===== src/rtl/pixel_bin_packer.sv =====
// Binarises a pixel stream against a threshold, packs PACK_N bits per word
// (first pixel in the LSB) and queues the words in a first-word-fall-through FIFO.
module pixel_bin_packer #(
   parameter int PIX_W      = 12,
   parameter int PACK_N     = 8,
   parameter int OUT_W      = 16,
   parameter int FIFO_DEPTH = 4
) (
   input  logic                          iCLK,
   input  logic                          iRST,
   input  logic [PIX_W-1:0]              iDATA,
   input  logic                          iDVAL,
   input  logic                          iEOL,
   input  logic                          iFVAL,
   input  logic [PIX_W-1:0]              iTHRESH,
   input  logic                          iINVERT,
   output logic [OUT_W-1:0]              oDATA,
   output logic                          oLAST,
   output logic                          oVALID,
   input  logic                          iREADY,
   output logic                          oOVERFLOW,
   output logic [$clog2(FIFO_DEPTH):0]   oLEVEL,
   output logic [31:0]                   oWORD_CNT
);

   localparam int FILL_W = (PACK_N > 1) ? $clog2(PACK_N) : 1;
   localparam int AW     = $clog2(FIFO_DEPTH);
   localparam int LVL_W  = AW + 1;

   typedef struct packed {
      logic              last;
      logic [PACK_N-1:0] data;
   } entry_t;

   logic              fval_q;
   logic [FILL_W-1:0] fill_q, fill_d;
   logic [PACK_N-1:0] acc_q, acc_d;
   logic [AW-1:0]     wr_ptr_q, wr_ptr_d;
   logic [AW-1:0]     rd_ptr_q, rd_ptr_d;
   logic [LVL_W-1:0]  level_q, level_d;
   logic              ovf_q, ovf_d;
   logic [31:0]       cnt_q, cnt_d;
   entry_t            mem_q [FIFO_DEPTH];

   logic              fval_rise;
   logic [FILL_W-1:0] base_fill;
   logic [PACK_N-1:0] base_acc;
   logic              pix_bit;
   logic              push, push_ok, pop, full;
   entry_t            push_entry, head;

   assign fval_rise = iFVAL & ~fval_q;
   assign base_fill = fval_rise ? '0 : fill_q;
   assign base_acc  = fval_rise ? '0 : acc_q;
   assign pix_bit   = (iDATA >= iTHRESH) ^ iINVERT;

   // A frame start discards the partial group; the same-cycle pixel becomes bit 0.
   always_comb begin
      // NOTE: every variable gets a default first so no path leaves it unassigned (no latch).
      fill_d     = base_fill;
      acc_d      = base_acc;
      push       = 1'b0;
      push_entry = '0;
      if (iDVAL) begin
         push_entry.data            = base_acc;
         push_entry.data[base_fill] = pix_bit;
         push_entry.last            = iEOL;
         if (iEOL || (base_fill == FILL_W'(PACK_N - 1))) begin
            push   = 1'b1;
            fill_d = '0;
            acc_d  = '0;
         end else begin
            fill_d = base_fill + FILL_W'(1);
            acc_d  = push_entry.data;
         end
      end else if (iEOL && (base_fill != '0)) begin
         push            = 1'b1;
         push_entry.data = base_acc;
         push_entry.last = 1'b1;
         fill_d          = '0;
         acc_d           = '0;
      end
   end

   assign full    = (level_q == LVL_W'(FIFO_DEPTH));
   assign pop     = (level_q != '0) && iREADY;
   assign push_ok = push && (!full || pop);

   always_comb begin
      wr_ptr_d = wr_ptr_q + AW'(push_ok);
      rd_ptr_d = rd_ptr_q + AW'(pop);
      level_d  = level_q + LVL_W'(push_ok) - LVL_W'(pop);
      ovf_d    = ovf_q | (push && full && !pop);
      cnt_d    = (fval_rise ? 32'd0 : cnt_q) + 32'(push_ok);
   end

   // NOTE: non-blocking assignments so every register samples pre-edge values.
   always_ff @(posedge iCLK) begin
      if (iRST) begin
         fval_q   <= 1'b0;
         fill_q   <= '0;
         acc_q    <= '0;
         wr_ptr_q <= '0;
         rd_ptr_q <= '0;
         level_q  <= '0;
         ovf_q    <= 1'b0;
         cnt_q    <= '0;
      end else begin
         fval_q   <= iFVAL;
         fill_q   <= fill_d;
         acc_q    <= acc_d;
         wr_ptr_q <= wr_ptr_d;
         rd_ptr_q <= rd_ptr_d;
         level_q  <= level_d;
         ovf_q    <= ovf_d;
         cnt_q    <= cnt_d;
      end
   end

   // NOTE: storage is not reset; the level counter alone decides which entries are live.
   always_ff @(posedge iCLK) begin
      if (!iRST && push_ok) mem_q[wr_ptr_q] <= push_entry;
   end

   assign head = mem_q[rd_ptr_q];

   always_comb begin
      oDATA = '0;
      oLAST = 1'b0;
      if (oVALID) begin
         oDATA[PACK_N-1:0] = head.data;
         oLAST             = head.last;
      end
   end

   assign oVALID    = (level_q != '0);
   assign oLEVEL    = level_q;
   assign oOVERFLOW = ovf_q;
   assign oWORD_CNT = cnt_q;

endmodule


===== config.mk =====
export PLATFORM = sky130hd
export DESIGN_NAME = pixel_bin_packer
export DESIGN_NICKNAME = d
export VERILOG_FILES = /design/src/rtl/pixel_bin_packer.sv
export SDC_FILE = /design/constraint.sdc
export NUM_CORES = 1
export LEC_CHECK = 0
export BUFFER_PORTS_ARGS = -buffer_cell sky130_fd_sc_hd__buf_2
export CELL_PAD_IN_SITES_DETAIL_PLACEMENT = 0
export CELL_PAD_IN_SITES_GLOBAL_PLACEMENT = 1
export CORE_ASPECT_RATIO = 1.1
export CORE_MARGIN = 1.5
export CORE_UTILIZATION = 43
export CTS_CLUSTER_DIAMETER = 30
export DETAILED_ROUTE_END_ITERATION = 7
export PLACE_DENSITY = 0.85
export SLEW_MARGIN = 40
export SYNTH_ARGS = -nofsm -noshare
export SYNTH_HDL_FRONTEND = slang
export SYNTH_SLANG_ARGS = --single-unit

===== constraint.sdc =====
create_clock -name iCLK -period 4.9 [get_ports iCLK]
set_input_delay 0.245 -clock iCLK [delete_from_list [all_inputs] [get_ports iCLK]]
set_output_delay 0.245 -clock iCLK [all_outputs]
set_load 0.02 [all_outputs]

==> results of run 1 <==
-- path summary, 6_finish.rpt --
path                            startpoint            end  slack, ps  cells after the start
worst min-delay path                 iFVAL         fval_q        160                      2
worst max register to register      fval_q  oWORD_CNT[30]        920                     17
worst max-delay path                fval_q  oWORD_CNT[30]        920                     17
worst min register to register   oOVERFLOW      oOVERFLOW        470                      2
-- kinds of logic after synthesis --
family,synth area share [%]
other,0.0801
AOI/OAI and AO/OA,9.59
adders and majority gates,5.24
and+or+nand+nor,24.1
xor gates and xnor gates,5.61
muxes,4.33
buffers and inverters,5.72
DFF,45.3
-- cell usage in the layout (no fill, tap or decap), types with 14 or more instances in the layout --
cell	n
edfxtp_1	36
ha_1	18
nand2_1	41
xor2_1	14
buf_2	76
a21oi_1	17
nand3_1	29
and2_1	14
nor2_1	48
inv_1	26
xnor2_1	16
dfxtp_1	52
-- flip-flops by register name (all words and copies together), names as in the netlist --
name,cells
fval_q,1
oWORD_CNT,32
wr_ptr_q,2
oLEVEL,3
acc_q,8
rd_ptr_q,2
oOVERFLOW,1
mem_q,36
fill_q,3
-- metrics by stage --
step	util [%]	instances
after detailed placement	48.9	675
after floorplan	-	483
after global placement	48.9	675
final	51.8	691
after global routing	51.8	691
after CTS	51.8	691
-- layout make-up --
class	instances	area share, %
multi-input combinational	337	42.7
sequential	88	39.0
timing repair buffer	81	7.69
clock buffer	13	4.67
tap	143	3.29
inverter	26	1.80
clock inverter	3	0.806
-- per-layer routing --
layer  wire length [µm]  part of all wire, %  track usage [%]
met5                  0                    0                0
met4                117                  1.2             5.94
met3                396                  4.0             2.80
met2               4910                   50             30.6
met1               4390                   45             22.5
-- report_power, final --
| part | switching (W) | internal (W) | leakage, nW |
|---|---|---|---|
| clock network | 0.000264 | 0.000415 | 0.147 |
| registers | 0.0000449 | 0.000788 | 0.741 |
| logic | 0.000244 | 0.000189 | 1.24 |
| total | 0.000553 | 0.00139 | 2.13 |
-- worst max-delay path: cells and delay by family, from the launching register on --
kind | cells | cell delay [ps]
fa+ha+maj | 3 | 570
buf+inv | 3 | 580
flops | 1 | 370
xor+xnor | 1 | 160
simple gates | 9 | 2090
compound gates | 1 | 70
==> results.cfg, run 1 <==
[synth]
yosysMostFrequentCell = dfxtp_1
synth_edf_count = 36
netlist_instances = 476
syn_area_per_cell_um2 = 9.84
synth_top_area_share_pct = 23.1
synth.yosys.warnings = 0
synth_area_um2 = 4680
ys_ff_latch = 88
synth_area_leaders = edfxtp_1 23%, dfxtp_1 22%, ha_1 4.8%
synthFlopType = dfxtp_1
yosysSeqAreaShare_pct = 45.3
ys_types = 63
netlist_top_cells_count = 52 x dfxtp_1, 49 x nor2_1, 41 x nand2_1
synth_area_leader_cell = edfxtp_1
async_reset_ff_share_pct = 0

[power_and_ir_drop]
power_density_nw_per_um2 = 358
vdd_drop_max_mv = 0.187
power.total_w = 0.00195
p_leak_nw = 2.13

[grt]
grt_pass1_wl_um = 16300
grt_pass1_vias = 3501
grtUsageTotal_pct = 17.8
grt_max_degree = 40
grt.overflow.total = 0
antenna_found_initial = 0

[die]
num_rows = 39
die_h_um = 112
die_x_um = 102
fp.dieArea_um2 = 11500
initial_core_util_pct = 44.6
io_pins = 85
core_um2 = 10500

[cells_and_area]
antenna_cells = 0
drive_above_1_share_pct = 22.1
fill_cells = 986
regArea_um2 = 2120
synthToLayoutAreaGrowth_pct = 16.1
nNetsFinal = 593
fin_area_um2 = 5440
multi_input_area_um2 = 2320

[cts]
clock-sinks = 88
root_buffer = clkbuf_16
cts_resized = 0
clk_pin_slew_worst_paths_ps = 60
htree_levels = 3
clock_latency_ps = 330
cts_hold_buf = 0
cts_tree = done
clock_path_buffers = 2
cts_buffers = 9
cts_post_setup_buffers_inserted = 0

[place]
dpl_worst_slack_ps = 888
dpl.hpwl_um = 7050
place_area_um2 = 5130
io_buffers = 76
place.gp.congestion = 0.804

[sta]
timing.final.crit_share_pct = 81.2
tightest_slew_ps = 786
skew_ps = 5.37
finalHoldViolCount = 0
fin_crit_ps = 3980
setup_viol = 0
rsz0062_at_grt = false
max-slew-margin-rel_pct = 47.6
fmax_mhz = 251
drv_slew = 0
timing.final.ws_setup_ps = 920
holdWs_ps = 163
fin_tns_setup_ps = 0

[critical_path]
crit_required_ps = 5090
arrival_ps = 4170
path_cells = or2b_1, buf_4, nand2_1, inv_1, ha_1, a21oi_1, nor2_1, nand2_1, inv_1, ha_1, ha_1, nand3_1, nor4b_4, nand4bb_1, nor3_1, xor2_1, nor2_1
cp_max_fo = 16
cp_common_cell = ha_1
end_kind = register
start_kind = register
cp_slowest_stage_delay_ps = 470
crit_path_top_delay_cell = nor4b_4
path_class = register to register

[min_path]
hp-class = primary input to register

[routing]
drt_iter0_markers = 217
drc_errors = 0
first_pass_iters = 4
via_count = 3705
routed_wl_um = 9820
routed_via_density = 5.36
wl_per_cell_um = 14.2
ant_nets = 0

[status]
status = completed

[job]
cap_violations = 0
Note: power is estimated with default switching activity, not from simulation.
==> run 2: changes to the inputs <==
==> constraint.sdc (replaced) <==
create_clock -name iCLK -period 3.91 [get_ports iCLK]
set_input_delay 0.1955 -clock iCLK [delete_from_list [all_inputs] [get_ports iCLK]]
set_output_delay 0.1955 -clock iCLK [all_outputs]
set_load 0.02 [all_outputs]
==> results.cfg, run 2 (same netlist as run 1, synthesis figures left out) <==
[routing]
routed_via_density = 5.24
first_pass_iters = 4
drt_iter0_markers = 199
via_count = 3640
wl_per_cell_um = 14.1
drc_errors = 0
routed_wl_um = 9800
ant_nets = 0

[die]
fp.dieArea_um2 = 11500
num_rows = 39
core_um2 = 10500
initial_core_util_pct = 44.6
die_h_um = 112
io_pins = 85
die_x_um = 102

[power_and_ir_drop]
p_leak_nw = 2.14
power.total_w = 0.00234
vdd_drop_max_mv = 0.254
power_density_nw_per_um2 = 431

[critical_path]
path_class = register to register
start_kind = register
cp_max_fo = 13
regToRegSetupSlack_ps = 430
arrival_ps = 3660
end_kind = register
crit_required_ps = 4100

[sta]
rsz0062_at_grt = false
setup_viol = 0
timing.final.ws_setup_ps = 434
drv_slew = 0
timing.final.crit_share_pct = 88.9
skew_ps = 7.62
tightest_slew_ps = 811
holdWs_ps = 132
fin_crit_ps = 3480
finalHoldViolCount = 0
max-slew-margin-rel_pct = 45.7
fin_tns_setup_ps = 0
fmax_mhz = 288

[grt]
grtUsageTotal_pct = 17.6
grt.overflow.total = 0
grt_max_degree = 40
antenna_found_initial = 0
grt_pass1_wl_um = 16400
grt_pass1_vias = 3568

[cells_and_area]
antenna_cells = 0
nNetsFinal = 596
synthToLayoutAreaGrowth_pct = 15.8
final_cell_mix = 76 x buf_2, 52 x dfxtp_1, 49 x nor2_1, 41 x nand2_1, 36 x edfxtp_1
drive_above_1_share_pct = 22.5
largest_reg_flops = 36
fill_cells = 976
regMostFlops = mem_q
mostFrequentLayoutCell = buf_2

[job]
cap_violations = 0

[min_path]
hp-class = primary input to register

[place]
place.gp.congestion = 0.935
dpl.hpwl_um = 7080
dpl_worst_slack_ps = 129
io_buffers = 76

[cts]
clk_pin_slew_worst_paths_ps = 60
cts_tree = done
cts_hold_buf = 0
clock_path_buffers = 2
root_buffer = clkbuf_16
clock_latency_ps = 330
htree_levels = 3
clock-sinks = 88
cts_buffers = 9

[status]
status = completed
## run 2: final timing paths
kind / start / endpoint / cells past startpoint
worst max-delay path: fval_q / oWORD_CNT[30] / 16
worst min-delay path: iFVAL / fval_q / 2
worst max register to register: fval_q / oWORD_CNT[30] / 16
worst min register to register: acc_q[7] / acc_q[7] / 2
## run 2: what timing repair did
action / 4_1_cts / 5_1_grt
resized for setup: 0 / 1
endpoints found under the hold margin: 0 / 0
endpoints found under the setup margin: 0 / 7
setup buffers: 0 / 1
## run 2: report_power, final
| group | total (W) | switching, W | internal (W) |
|---|---|---|---|
| clock | 0.000755 | 0.000325 | 0.000430 |
| combinational | 0.000539 | 0.000301 | 0.000238 |
| sequential | 0.00104 | 0.0000567 | 0.000988 |
## run 2: per-layer routing
| metal | global-route usage [%] | vias to the layer above | wire length, µm |
|---|---|---|---|
| li1 | - | 1828 | - |
| met1 | 22.6 | 1729 | 4440 |
| met2 | 29.5 | 81 | 4970 |
| met3 | 3.55 | 2 | 367 |
| met4 | 5.57 | 0 | 26 |
| met5 | 0 | - | 0 |
## run 2: per-stage QoR
stage | instances | utilization [%] | cell area, µm²
floorplan | 483 | - | 4710
global placement | 677 | 49.1 | 5150
detailed placement | 677 | 49.1 | 5150
CTS | 693 | 51.6 | 5410
global route | 694 | 51.7 | 5420
finish | 694 | 51.7 | 5420
## run 2: layout make-up
cell class	count	area [µm²]	area share, %
clock inverters	4	21.3	0.392
clock buffers	12	238	4.38
well taps	143	179	3.30
repair buffers	84	440	8.12
flip-flops and latches	88	2120	39.1
inverters	26	97.6	1.80
multi-input cells	337	2320	42.9
## run 2: worst max-delay path, cell delays in order (launching register included)
cell and delay (ps):
dfxtp_1 370, or2b_1 220, buf_4 220, and3_1 170
ha_1 180, a21oi_1 80, nor2_1 210, nand2_1 200
inv_1 160, ha_1 170, ha_1 200, nand3_1 140
nor4b_4 300, nand4bb_2 270, nor3_1 250, xor2_1 160
nor2_1 50
==> run 3: changes to the inputs <==
--- a/config.mk
+++ b/config.mk
@@ -5,12 +5,12 @@
 export SDC_FILE = /design/constraint.sdc
 export NUM_CORES = 1
 export LEC_CHECK = 0
+export ABC_AREA = 1
 export BUFFER_PORTS_ARGS = -buffer_cell sky130_fd_sc_hd__buf_2
 export CELL_PAD_IN_SITES_DETAIL_PLACEMENT = 0
 export CELL_PAD_IN_SITES_GLOBAL_PLACEMENT = 1
-export CORE_ASPECT_RATIO = 1.1
 export CORE_MARGIN = 1.5
-export CORE_UTILIZATION = 43
+export CORE_UTILIZATION = 41
 export CTS_CLUSTER_DIAMETER = 30
 export DETAILED_ROUTE_END_ITERATION = 7
 export PLACE_DENSITY = 0.85
==> results.cfg, run 3 <==
[critical_path]
end_kind = register
cp_max_fo = 9
path_cells = inv_2, nand2_4, nand2_1, nor2_2, ha_1, or2_2, nand2_1, nand2_2, nand2_2, clkinv_2, ha_1, ha_1, inv_1, nor2_4, nand2_1, nor2_2, nand2_2, nor2_4, nand2_1, o21ai_1, a21oi_1
start_kind = register
cp_common_cell = nand2_1
arrival_ps = 3290
crit_required_ps = 4140
cp.depth = 21
path_delay_family = simple AND/OR/NAND/NOR gates
path_class = register to register
cp_slowest_stage_delay_ps = 360
ff2ff_path_depth = 21
crit_buf_inv = 3
crit_path_top_delay_cell = dfxtp_1

[grt]
grt_pass1_wl_um = 20100
grt_pass1_vias = 4224
grt_max_degree = 37
grt.overflow.total = 0
antenna_found_initial = 0
grtUsageTotal_pct = 20.0

[power_and_ir_drop]
clkPwrFrac_pct = 36.1
p_int_w = 0.00173
power.share.sequential_pct = 41.2
power_density_nw_per_um2 = 440
power.total_w = 0.00252
switchingPower_w = 0.000792
power_frac_comb_pct = 22.7
switching_share_pct = 31.4
p_leak_nw = 2.57
vdd_drop_max_mv = 0.231

[synth]
netlist_instances = 653
syn_area_per_cell_um2 = 7.57
synthFlopType = dfxtp_1
yosysMostFrequentCell = nand2_1
synth_edf_count = 36
synth.yosys.warnings = 0
yosysSeqAreaShare_pct = 42.9
async_reset_ff_share_pct = 0
synth_area_um2 = 4950
synth_area_leaders = edfxtp_1 22%, dfxtp_1 21%, nand2_1 8.8%
ys_ff_latch = 88
synth_area_leader_cell = edfxtp_1
synth_top_area_share_pct = 21.9
netlist_top_cells_count = 116 x nand2_1, 99 x nor2_1, 87 x inv_1
ys_types = 37

[place]
dpl.hpwl_um = 9120
place.gp.congestion = 0.902
io_buffers = 76
dpl_worst_slack_ps = 880
dp.cells = 862

[sta]
timing.final.crit_share_pct = 78.2
finalHoldViolCount = 0
drv_slew = 0
timing.final.ws_setup_ps = 854
setup_viol = 0
max-slew-margin-rel_pct = 44.7
rsz0062_at_grt = false
fin_tns_setup_ps = 0
holdWs_ps = 136
fin_crit_ps = 3060
fmax_mhz = 327
tightest_slew_ps = 829
skew_ps = 10.6

[die]
num_rows = 39
initial_core_util_pct = 42.6
io_pins = 85
die_x_um = 113
core_um2 = 11600
die_h_um = 113
fp.dieArea_um2 = 12700

[cells_and_area]
largest_reg_flops = 36
antenna_cells = 0
final_cell_mix = 116 x nand2_1, 99 x nor2_1, 87 x inv_1, 76 x buf_2, 58 x a21oi_1
regArea_um2 = 2120
synthToLayoutAreaGrowth_pct = 16.0
regMostFlops = mem_q
nNetsFinal = 780
fin_cells = 878
mostFrequentLayoutCell = nand2_1
fill_cells = 1140
drive_above_1_share_pct = 18.1
multi_input_area_um2 = 2360

[cts]
cts_post_setup_buffers_inserted = 0
cts_resized = 0
clk_pin_slew_worst_paths_ps = 60
cts_hold_buf = 0
cts_buffers = 9
root_buffer = clkbuf_16
clock-sinks = 88
cts_tree = done
htree_levels = 3
clock_path_buffers = 2
clock_latency_ps = 350

[routing]
routed_wl_um = 12400
wl_per_cell_um = 14.1
drt_iter0_markers = 210
first_pass_iters = 5
ant_nets = 0
drc_errors = 0
routed_via_density = 5.05
via_count = 4437

[job]
cap_violations = 0

[status]
status = completed

[min_path]
hold_path_depth = 3
hp-class = primary input to register
-- run 3: layout make-up --
cell class / count / area share, %
clock buffers: 11 / 4.06
well taps: 143 / 3.12
multi-input cells: 457 / 41.1
clock inverters: 5 / 1.24
flip-flops and latches: 88 / 37.0
repair buffers: 82 / 7.42
inverters: 92 / 6.04
-- run 3: path summary, 6_finish.rpt --
kind / from / to / slack [ps]
setup reg to reg: fval_q / oWORD_CNT[18] / 850
hold reg to reg: oOVERFLOW / oOVERFLOW / 490
setup / recovery: fval_q / oWORD_CNT[18] / 850
hold / removal: iFVAL / fval_q / 140
-- run 3: layer usage --
layer  part of all wire (%)  track usage [%]
met2                     49             34.0
met4                    1.1             6.67
met1                     46             25.6
met3                    4.7             3.96
met5                      0                0
-- run 3: power groups by stage --
stage               combinational [W]  clock (W)  sequential (W)
floorplan                    0.000413          0         0.00104
global placement             0.000562          0         0.00106
detailed placement           0.000574          0         0.00106
CTS                          0.000578   0.000923         0.00104
global route                 0.000641   0.000956         0.00104
finish                       0.000572   0.000912         0.00104
-- run 3: stage by stage --
step                      utilization, %  area (µm²)
after global routing                49.4        5740
after CTS                           49.4        5740
final                               49.4        5740
after floorplan                        -        4970
after global placement              46.8        5430
after detailed placement            46.8        5430
-- run 3: logic make-up after synthesis --
logic type / after synthesis / share of synthesized area, %
other cells: 1 / 0.0758
fa+ha+maj: 19 / 4.96
flops: 88 / 42.9
buf+inv: 115 / 9.92
simple gates: 320 / 29.8
compound gates: 103 / 11.1
xor+xnor: 7 / 1.24
-- run 3: worst min-delay path, delay by kind of cell --
kind	cells	cell delay, ps
buffers and inverters	2	200
and+or+nand+nor	1	40
